--- src/rtl/pipeline_hazard_ctrl.sv ---
// Hazard scheduler for the 5-stage PPU: shadows rd/RF_LE/L for EX, MEM and WB and
// resolves operand forwarding, load-use stalls, branch flushes and memory-wait freezes.
module pipeline_hazard_ctrl #(
  parameter int unsigned RA_W         = 5,
  parameter int unsigned LU_STALL_CYC = 1
) (
  input  logic            clk,
  input  logic            rst_n,
  input  logic [RA_W-1:0] id_rs1,
  input  logic [RA_W-1:0] id_rs2,
  input  logic            id_use_rs1,
  input  logic            id_use_rs2,
  input  logic [RA_W-1:0] id_rd,
  input  logic            id_rf_le,
  input  logic            id_load,
  input  logic            ex_br_taken,
  input  logic            mem_wait,
  output logic            pc_le,
  output logic            ifid_le,
  output logic            ifid_flush,
  output logic            idex_nop,
  output logic [1:0]      fwd_a,
  output logic [1:0]      fwd_b,
  output logic            stalled
);

  typedef enum logic [1:0] {StRun, StLuStall, StFlush} state_e;

  state_e          state_q, state_d;
  logic [1:0]      cnt_q, cnt_d;

  logic            ex_v_q, ex_le_q, ex_ld_q;
  logic [RA_W-1:0] ex_rd_q;
  logic            mem_v_q, mem_le_q;
  logic [RA_W-1:0] mem_rd_q;
  logic            wb_v_q, wb_le_q;
  logic [RA_W-1:0] wb_rd_q;

  logic            hit_ex_a, hit_mem_a, hit_wb_a;
  logic            hit_ex_b, hit_mem_b, hit_wb_b;
  logic            load_use;
  logic [1:0]      sel_a, sel_b;

  function automatic logic slot_hit(logic use_rs, logic [RA_W-1:0] rs, logic v, logic le,
                                    logic [RA_W-1:0] rd);
    return use_rs && v && le && (rd == rs) && (rs != '0);
  endfunction

  always_comb begin
    hit_ex_a  = slot_hit(id_use_rs1, id_rs1, ex_v_q, ex_le_q, ex_rd_q);
    hit_mem_a = slot_hit(id_use_rs1, id_rs1, mem_v_q, mem_le_q, mem_rd_q);
    hit_wb_a  = slot_hit(id_use_rs1, id_rs1, wb_v_q, wb_le_q, wb_rd_q);
    hit_ex_b  = slot_hit(id_use_rs2, id_rs2, ex_v_q, ex_le_q, ex_rd_q);
    hit_mem_b = slot_hit(id_use_rs2, id_rs2, mem_v_q, mem_le_q, mem_rd_q);
    hit_wb_b  = slot_hit(id_use_rs2, id_rs2, wb_v_q, wb_le_q, wb_rd_q);
    load_use  = ex_ld_q && (hit_ex_a || hit_ex_b);

    // A load's data is not available in EX; fall through to older producers.
    if (hit_ex_a && !ex_ld_q) sel_a = 2'b01;
    else if (hit_mem_a)       sel_a = 2'b10;
    else if (hit_wb_a)        sel_a = 2'b11;
    else                      sel_a = 2'b00;

    if (hit_ex_b && !ex_ld_q) sel_b = 2'b01;
    else if (hit_mem_b)       sel_b = 2'b10;
    else if (hit_wb_b)        sel_b = 2'b11;
    else                      sel_b = 2'b00;
  end

  always_ff @(posedge clk or negedge rst_n) begin
    if (!rst_n) begin
      state_q <= StRun;
      cnt_q   <= '0;
    end else begin
      state_q <= state_d;
      cnt_q   <= cnt_d;
    end
  end

  always_comb begin
    state_d = state_q;
    cnt_d   = cnt_q;
    if (!mem_wait) begin
      unique case (state_q)
        StRun, StFlush: begin
          if (ex_br_taken) begin
            state_d = StFlush;
          end else if (load_use && (LU_STALL_CYC > 1)) begin
            state_d = StLuStall;
            cnt_d   = 2'(LU_STALL_CYC - 1);
          end else begin
            state_d = StRun;
          end
        end
        StLuStall: begin
          cnt_d = cnt_q - 2'd1;
          if (cnt_q == 2'd1) state_d = StRun;
        end
        default: state_d = StRun;
      endcase
    end
  end

  always_comb begin
    pc_le      = 1'b1;
    ifid_le    = 1'b1;
    ifid_flush = 1'b0;
    idex_nop   = 1'b0;
    fwd_a      = 2'b00;
    fwd_b      = 2'b00;
    if (rst_n) begin
      fwd_a = sel_a;
      fwd_b = sel_b;
      if (mem_wait) begin
        pc_le   = 1'b0;
        ifid_le = 1'b0;
      end else begin
        unique case (state_q)
          StRun, StFlush: begin
            if (ex_br_taken) begin
              ifid_flush = 1'b1;
              idex_nop   = 1'b1;
            end else if (load_use) begin
              pc_le    = 1'b0;
              ifid_le  = 1'b0;
              idex_nop = 1'b1;
            end
          end
          StLuStall: begin
            pc_le    = 1'b0;
            ifid_le  = 1'b0;
            idex_nop = 1'b1;
          end
          default: ;
        endcase
      end
    end
    stalled = !pc_le;
  end

  always_ff @(posedge clk or negedge rst_n) begin
    if (!rst_n) begin
      ex_v_q   <= 1'b0;
      ex_le_q  <= 1'b0;
      ex_ld_q  <= 1'b0;
      ex_rd_q  <= '0;
      mem_v_q  <= 1'b0;
      mem_le_q <= 1'b0;
      mem_rd_q <= '0;
      wb_v_q   <= 1'b0;
      wb_le_q  <= 1'b0;
      wb_rd_q  <= '0;
    end else if (!mem_wait) begin
      wb_v_q   <= mem_v_q;
      wb_le_q  <= mem_le_q;
      wb_rd_q  <= mem_rd_q;
      mem_v_q  <= ex_v_q;
      mem_le_q <= ex_le_q;
      mem_rd_q <= ex_rd_q;
      ex_v_q   <= !idex_nop;
      ex_le_q  <= id_rf_le;
      ex_ld_q  <= id_load;
      ex_rd_q  <= id_rd;
    end
  end

endmodule

--- config.mk ---
export PLATFORM = sky130hd
export DESIGN_NAME = pipeline_hazard_ctrl
export DESIGN_NICKNAME = d
export VERILOG_FILES = /design/src/rtl/pipeline_hazard_ctrl.sv
export SDC_FILE = /design/constraint.sdc
export NUM_CORES = 1
export LEC_CHECK = 0
export BUFFER_PORTS_ARGS = -buffer_cell sky130_fd_sc_hd__buf_2
export CORE_MARGIN = 8
export CORE_UTILIZATION = 45
export DETAILED_ROUTE_END_ITERATION = 8
export HOLD_SLACK_MARGIN = 0.15
export PLACE_DENSITY = 0.75
export SLEW_MARGIN = 5
export SYNTH_ARGS = -nofsm -noshare
export SYNTH_HDL_FRONTEND = slang
export SYNTH_SLANG_ARGS = --single-unit
--- constraint.sdc ---
create_clock -name clk -period 2.4 [get_ports clk]
set_clock_uncertainty 0.2 [all_clocks]
set_input_delay 0.12 -clock clk [delete_from_list [all_inputs] [get_ports clk]]
set_output_delay 0.12 -clock clk [all_outputs]
set_load 0.005 [all_outputs]
### Yosys cells after proc, flatten, opt, wreduce, memory -nomap -nowiden

Cells that the tools add are included.

* bits of input ports: 23
* output and inout port bits: 9
* register bits after elaboration: 26

* equal/unequal tests: 10
* bitwise gates (word level): 1
* $add $sub $neg: 1
* mux-type cells: 25
* reductions and logical operators: 37

Operator list (count)
* $eq A5 B5 Y1: 6
* $logic_and A1 B1 Y1: 27
* $mux W2: 10
* $mux W1: 12
* $reduce_bool A5 Y1: 2
* $eq A2 B1 Y1 const B: 2
* $pmux W1 S2: 2
* $pmux W2 S2: 1
* $reduce_and A2 Y1: 2
* $logic_not A1 Y1: 3
* $eq A2 B2 Y1 const B: 1
* $logic_not A2 Y1: 1
* $ne A2 B2 Y1 const B: 1
* $reduce_or A2 Y1: 1
* $sub A2 B1 Y2 const B: 1
* $logic_or A1 B1 Y1: 1
* $not A1 Y1: 1

### Logic depth before layout (Yosys ltp)

Gate-level depths: netlist of run 1.

* word-level depth: 12
* gate-level depth with buffers: 6
* depth with buffers taken out: 5

### Worst setup path before layout of run 1

No wires, ideal clock.

* kind: flip-flop to output port
* start: reg ex_rd_q[3]
* end: out pc_le
* path buffers: 1
* setup slack: 0.469 ns
* arrival: 1.611 ns
* required time: 2.080 ns
* stages on the path, launching flop included: 7
* cells stage by stage: dfrtp_1 > xnor2_1 > nand4_1 > or3_4 > and2_4 > o31a_1 > buf_4

* word-level cells in the longest chain between the ends: 10

RTL lines
* start, declared: line 33 `logic [RA_W-1:0] ex_rd_q;`
* start signal, assigned: line 163 `ex_rd_q <= id_rd;`
* $eq A5 B5 Y1: line 46 `return use_rs && v && le && (rd == rs) && (rs != '0);`
* $logic_and A1 B1 Y1 (2 in series): line 46
* $logic_or A1 B1 Y1 *: line 56 `load_use = ex_ld_q && (hit_ex_a || hit_ex_b);`
* $logic_and A1 B1 Y1 *: line 56
* $mux W1 * (2 in series)
* $pmux W1 S2 *
* $mux W1 * (2 in series)
* end, declared: line 18 `output logic pc_le,`

Every way passes the cells marked *; elsewhere a longest branch is shown, timed or not.

### Final worst setup path of run 1

* start: reg ex_rd_q[4]
* end: out pc_le

* word-level cells in the longest chain between the ends: 10

RTL lines
* $eq A5 B5 Y1: line 46
* $logic_and A1 B1 Y1 (2 in series): line 46
* $logic_or A1 B1 Y1 *: line 56
* $logic_and A1 B1 Y1 *: line 56
* $mux W1 *: line 123 `end else if (load_use) begin`
* $mux W1 *: line 120 `if (ex_br_taken) begin`
* $pmux W1 S2 *: line 118 `unique case (state_q)`
* $mux W1 *: line 114 `if (mem_wait) begin`
* $mux W1 *: line 111 `if (rst_n) begin`

Marked as above.

==> parameters.txt, run 1 <==
Parameter                              Value

Synth
  Synth top area cells    dfrtp_1 41%, mux2_2 18%, xnor2_1 15%
  Most used DFF post-synth    dfrtp_1
  Mean instance size in the synthesized netlist    11.2 um^2
  Commonest cells in the netlist    23 x xnor2_1, 22 x dfrtp_1, 21 x mux2_2, 7 x xor2_1
  Post-synthesis sequential element count    22
  Synth Instances    120
  Sequential area share after synthesis    41.0%
  Total standard cell area after synthesis    1340 um^2
  Yosys synthesis warning count    0
  Fraction of synthesized cell area taken by the top area cell type    41.0%
  Count of distinct cell types in the synthesized netlist    26
  Library cell with the largest summed area after synthesis    dfrtp_1
  Number of enable flip-flop cells after synthesis    0
  Proportion of register bits with asynchronous set or reset after synthesis    100%
  Most numerous cell in the Yosys netlist    xnor2_1
  Total nets after synthesis    143

Critical path
  Critical Path Fanout Max    3
  Number of cells traversed by the worst register-to-register path    5
  Startpoint of the worst register-to-register path    ex_rd_q[4]$_DFFE_PN0N_
  Type of the worst setup path    reg2out
  Crit path required time    2.08 ns
  End of the worst register-to-register path    ex_v_q$_DFFE_PN0N_
  WP data arrival    1.96 ns
  Type of element capturing the critical path    primary output
  Type of origin of the critical path    flip-flop
  Reg-to-reg slack, setup    0.67 ns

Place
  DP Wirelength    2.40 mm
  Port bufs    31
  Placer Congestion    0.900
  Placed Instances    181

Layout
  Combined area of the multi-input logic cells    772 um^2
  Filler Cell Count    274
  Layout area overhead    24.2%
  Area of all sequential standard cells    551 um^2
  Net total in the final layout    188
  Fraction of final layout cells with drive strength greater than 1    39.9%
  Post-Route Utilization    56.5%
  Non-filler instance count after layout    196
  Number of diodes added for antenna fixing    0

Timing
  Final clock period utilization by the worst path    95.1%
  Measured slew at the worst slew-check pin    0.524 ns
  Fmax    438 MHz
  Fin. max-slew vios    0
  Final critical-path required period    2.28 ns
  Final Hold Vio Count    0
  Headroom to the max-slew limit    65.0%
  Final Setup Violations    0
  Total Neg Setup Slack    0 ns

Outcome
  Result of the run    complete, no violations

Power
  Total power    892 uW
  Max IR drop VDD    278 uV
  Power density cells    535 nW/um^2
  LEAKAGE    0.000690 uW

Floorplan
  Core Rows    20
  Number of top-level design ports    32
  Total die area    4990 um^2
  Core outline area    2950 um^2
  Initial Util    45.5%
  Die span in y    70.6 um
  Die X-Extent    70.6 um

Clock network
  Clk Tree Root Cell    clkbuf_4
  Maximum number of buffers from clock root to sink    2
  Reg clk slew, reported paths    0.11 ns
  Clock latency on the worst-skew pair    0.30 ns
  Number of levels in the clock H-tree    1
  TritonCTS clock tree    built
  Clock net sink count    22
  Inserted Clock Buffers    3

Detailed routing
  1st-iter DRT viols    55
  Post-detailed-route via-to-cell ratio    5.37
  Total routed wirelength    3.06 mm
  Post-route DRC    0
  Detail Route Antenna Nets    0
  Routed length per placed instance    15.6 um
  Via count    1052
  Number of detailed-routing iterations run before antenna repair    4

Hold path
  Launch instance of the worst min-delay path    mem_wait
  Number of instances on the worst hold path    2
  Sink of the worst hold path    ex_rd_q[0]$_DFFE_PN0N_
  Class of the tightest hold or removal check    in2reg

Global route
  Global Route Usage Sum    12.7%
  Initial antenna violation count    0
  GRT overflow    0
  Global-route wire length before repair    5.12 mm
  Vias in the first global route    1142
  Pin count of the biggest net entering global routing    26

Job
  Number of max-cap violations    0
-- worst max-delay path: stages (launching register included) --
cell     delay, ns
dfrtp_1       0.44
xnor2_1       0.16
nand4_1       0.12
or3_4         0.35
and2_4        0.17
o31a_1        0.28
buf_2         0.13
-- worst max-delay path by stage --
stage,startpoint,endpoint,cells after the start
3_5_place_dp,ex_rd_q[3]$_DFFE_PN0N_,pc_le,6
4_1_cts,ex_rd_q[4]$_DFFE_PN0N_,pc_le,6
5_1_grt,ex_rd_q[0]$_DFFE_PN0N_,pc_le,6
3_3_place_gp,wb_rd_q[0]$_DFFE_PN0N_,fwd_a[0],6
2_1_floorplan,ex_rd_q[3]$_DFFE_PN0N_,pc_le,6
6_report,ex_rd_q[4]$_DFFE_PN0N_,pc_le,6
-- stage by stage --
step	setup slack [ns]	hold WS (ns)	cell area (um^2)
finish	0.118	0.200	1670
global route	-0.0284	0.215	1670
CTS	0.0442	0.204	1650
detailed placement	0.399	-0.238	1530
global placement	0.412	-0.244	1530
floorplan	0.469	-0.376	1340
-- routing by layer --
layer	wire [um]	GRT usage, %
met5	0	0
met4	51	5.77
met3	220	5.08
met2	1480	20.6
met1	1310	14.3
-- where the power goes --
part,leakage [uW],switching (uW),internal (uW)
registers,0.000254,60.4,424
clock network,0.0000138,104,58.6
logic,0.000423,99.8,145
total,0.000690,265,627
-- repair_timing --
action                                  4_1_cts  5_1_grt
endpoints found under the setup margin        0        4
endpoints found under the hold margin        30        0
gates resized for setup                       0        1
hold buffers                                 10        0
buffers inserted                              0        2
-- layout by cell type (no fill, tap or decap) --
cell type	netlist	routed
nor3_1	3	3
o21a_1	2	2
or4_1	3	2
nand4_1	5	5
o31a_1	1	1
nor2b_1	3	3
buf_4	1	3
nand3_1	4	4
or4_4	0	1
and2_4	1	1
o31ai_1	1	1
o21ai_1	1	1
mux2_2	21	21
clkbuf_4	0	3
nand2_1	4	4
or2_1	1	1
or3_4	2	2
dlygate4sd3_1	0	10
nor2_1	5	5
o21ai_2	1	1
o211ai_1	1	1
dfrtp_1	22	22
nor4_1	2	2
buf_2	1	31
xnor2_1	23	23
xor2_1	7	7
inv_1	1	1
a211oi_2	2	2
-- flip-flops by register name (all words and copies together), names as in the netlist --
name	flops
mem_le_q	1
ex_ld_q	1
mem_rd_q	5
wb_rd_q	5
ex_rd_q	5
wb_v_q	1
mem_v_q	1
ex_le_q	1
wb_le_q	1
ex_v_q	1
-- cells by family after synthesis --
kind of cell | count (synthesis) | share of synthesized area, %
muxes | 21 | 17.6
xor gates and xnor gates | 30 | 19.6
AOI/OAI and AO/OA | 9 | 5.78
buffers and inverters | 5 | 1.77
DFF | 22 | 41.0
and+or+nand+nor | 33 | 14.3
-- area by class of cell --
| cell class | instances | area share (%) |
|---|---|---|
| Clock buffer | 3 | 1.35 |
| Tap cell | 33 | 2.48 |
| Sequential cell | 22 | 33.0 |
| Inverter | 1 | 0.225 |
| Timing Repair Buffer | 44 | 16.7 |
| Multi-Input combinational cell | 93 | 46.3 |
Note: power is estimated with default switching activity, not from simulation.
==> inputs of run 2 (changes only) <==
Settings changed: CORE_UTILIZATION 45 to 53, PLACE_DENSITY 0.75 to 0.85.
==> parameters.txt, run 2 (same netlist as run 1, synthesis figures left out) <==
Parameter                              Value

Outcome
  Result of the run    complete, no violations

Floorplan
  Initial Util    55.2% (+9.7 points)
  Die span in y    66.3 um (-6.1%)
  Number of top-level design ports    32 (unchanged)
  Core Rows    18 (-10%)
  Total die area    4400 um^2 (-12%)
  Die X-Extent    66.3 um (-6.1%)
  Core outline area    2430 um^2 (-18%)

Timing
  Final Setup Violations    0 (unchanged)
  Final Hold Vio Count    0 (unchanged)
  Final critical-path required period    2.34 ns (+0.0568 ns)
  Worst hold slack    0.187 ns (-0.0128 ns)
  Headroom to the max-slew limit    64.7% (-0.36 points)
  Fin. max-slew vios    0 (unchanged)
  Fmax    427 MHz (-2.4%)
  Final clock period utilization by the worst path    97.5% (+2.4 points)
  Measured slew at the worst slew-check pin    0.530 ns (+0.00543 ns)

Critical path
  Type of element capturing the critical path    primary output
  Crit path required time    2.08 ns (about the same)
  Type of origin of the critical path    flip-flop
  Start point of the critical path    ex_rd_q[2]$_DFFE_PN0N_
  Startpoint of the worst register-to-register path    ex_rd_q[2]$_DFFE_PN0N_
  WP data arrival    2.02 ns (+0.06 ns)
  Type of the worst setup path    reg2out
  Critical Path Fanout Max    3 (unchanged)

Clock network
  Clk Tree Root Cell    clkbuf_4
  Maximum number of buffers from clock root to sink    2 (unchanged)
  Clock net sink count    22 (unchanged)
  Number of levels in the clock H-tree    1 (unchanged)
  Reg clk slew, reported paths    0.12 ns (about the same)
  Inserted Clock Buffers    3 (unchanged)
  Clock latency on the worst-skew pair    0.31 ns (about the same)
  TritonCTS clock tree    built

Detailed routing
  Met2 wire len    1.59 mm (+7.2%)
  Length of routed met3 wiring    270 um (+23%)
  DR top layer    met4
  Routed length per placed instance    16.6 um (+6.1%)
  1st-iter DRT viols    40 (-27%)
  WL met1    1.33 mm (+1.8%)
  Total routed wirelength    3.26 mm (+6.7%)
  Via count    1085 (+3.1%)
  Post-route DRC    0 (unchanged)
  Post-detailed-route via-to-cell ratio    5.51 (+2.6%)
  Detail Route Antenna Nets    0 (unchanged)
  Number of detailed-routing iterations run before antenna repair    4 (unchanged)

Power
  Max IR drop VDD    497 uV (+79%)
  Switching portion of total power    28.0% (-1.7 points)
  Sequential cell fraction of total power    46.7% (-7.6 points)
  Internal power    754 uW (+20%)
  LEAKAGE    0.000745 uW (+7.9%)
  Clock network fraction of design power    27.2% (+8.9 points)
  Switch Pwr    293 uW (+10%)
  Power density cells    595 nW/um^2 (+11%)
  Fraction of power consumed by combinational cells    26.1% (-1.3 points)

Place
  Port bufs    31 (unchanged)
  DP Wirelength    2.46 mm (+2.2%)
  Placer Congestion    0.922 (+2.5%)

Global route
  Initial antenna violation count    0 (unchanged)
  Global Route Usage Sum    14.9% (+2.2 points)
  Pin count of the biggest net entering global routing    26 (unchanged)
  GRT overflow    0 (unchanged)
  Global-route wire length before repair    5.06 mm (-1.1%)
  Vias in the first global route    1120 (-1.9%)

Layout
  Net total in the final layout    191 (+1.6%)
  Layout area overhead    30.9%
  Largest registers    ex_rd_q x5, mem_rd_q x5, wb_rd_q x5
  Fraction of final layout cells with drive strength greater than 1    45.5% (+5.6 points)
  Leading cell type in the layout, fill and taps excluded    buf_2
  Most frequent cells in the layout    31 x buf_2, 21 x mux2_2, 20 x dfrtp_1
  Number of diodes added for antenna fixing    0 (unchanged)
  Post-Route Utilization    72.3% (+16 points)

Job
  Number of max-cap violations    0 (unchanged)

Hold path
  Class of the tightest hold or removal check    in2async
## run 2: cell types whose count changed in the layout (fill, tap and decap cells not counted), sizes merged
cell	change
buf	+3
bufinv	+1
## run 2: worst paths after layout
path	endpoint	slack, ns	depth (start not counted)
max in group asynchronous	ex_rd_q[4]$_DFFE_PN0N_	1.06	3
setup reg to reg	ex_v_q$_DFFE_PN0N_	0.64	5
min in group clk	ex_v_q$_DFFE_PN0N_	0.19	5
hold / removal	ex_rd_q[1]$_DFFE_PN0N_	0.19	3
setup / recovery	ifid_le	0.06	6
hold reg to reg	wb_le_q$_DFFE_PN0N_	0.33	1
## run 2: metrics by stage
step | power, uW | cell area [um^2] | setup TNS [ns] | setup WS (ns) | cells
finish | 1050 | 1760 | 0 | 0.0608 | 197
global route | 1090 | 1760 | -0.0967 | -0.0427 | 197
CTS | 1020 | 1680 | 0 | 0.00242 | 193
detailed placement | 723 | 1520 | 0 | 0.369 | 178
global placement | 708 | 1520 | 0 | 0.434 | 178
floorplan | 638 | 1340 | 0 | 0.469 | 120
## run 2: per-layer routing
metal	global-route usage (%)	up-vias
met4	7.73	0
met1	16.6	517
li1	-	517
met3	4.07	10
met5	0	-
met2	25.2	41
## run 2: final cells by class
cell class / instances / area [um^2]
multi-input combinational: 93 / 811
fill: 167 / 674
sequential: 22 / 553
timing repair buffer: 47 / 300
tap: 30 / 37.5
clock inverter: 1 / 30.0
clock buffer: 3 / 22.5
inverter: 1 / 3.75
## run 2: repair_timing
action	4_1_cts	5_1_grt
pin swaps	0	7
hold buffers	10	0
resized for setup	0	8
endpoints found under the hold margin	30	0
setup endpoints to repair	2	5
buffers inserted	1	4
## run 2: critical path: stages (launching register included)
cell     delay (ns)
dfrtp_2        0.47
xnor2_2        0.17
nand4_1        0.12
or3_4          0.36
and2_4         0.17
o31a_1         0.28
buf_2          0.13
## run 2: power by group through the flow
stage                     clock network [uW]  registers [uW]  logic [uW]
after floorplan                            0             476         162
after global placement                     0             487         220
after detailed placement                   0             493         230
after CTS                                287             485         246
after global routing                     301             494         298
final                                    285             488         273
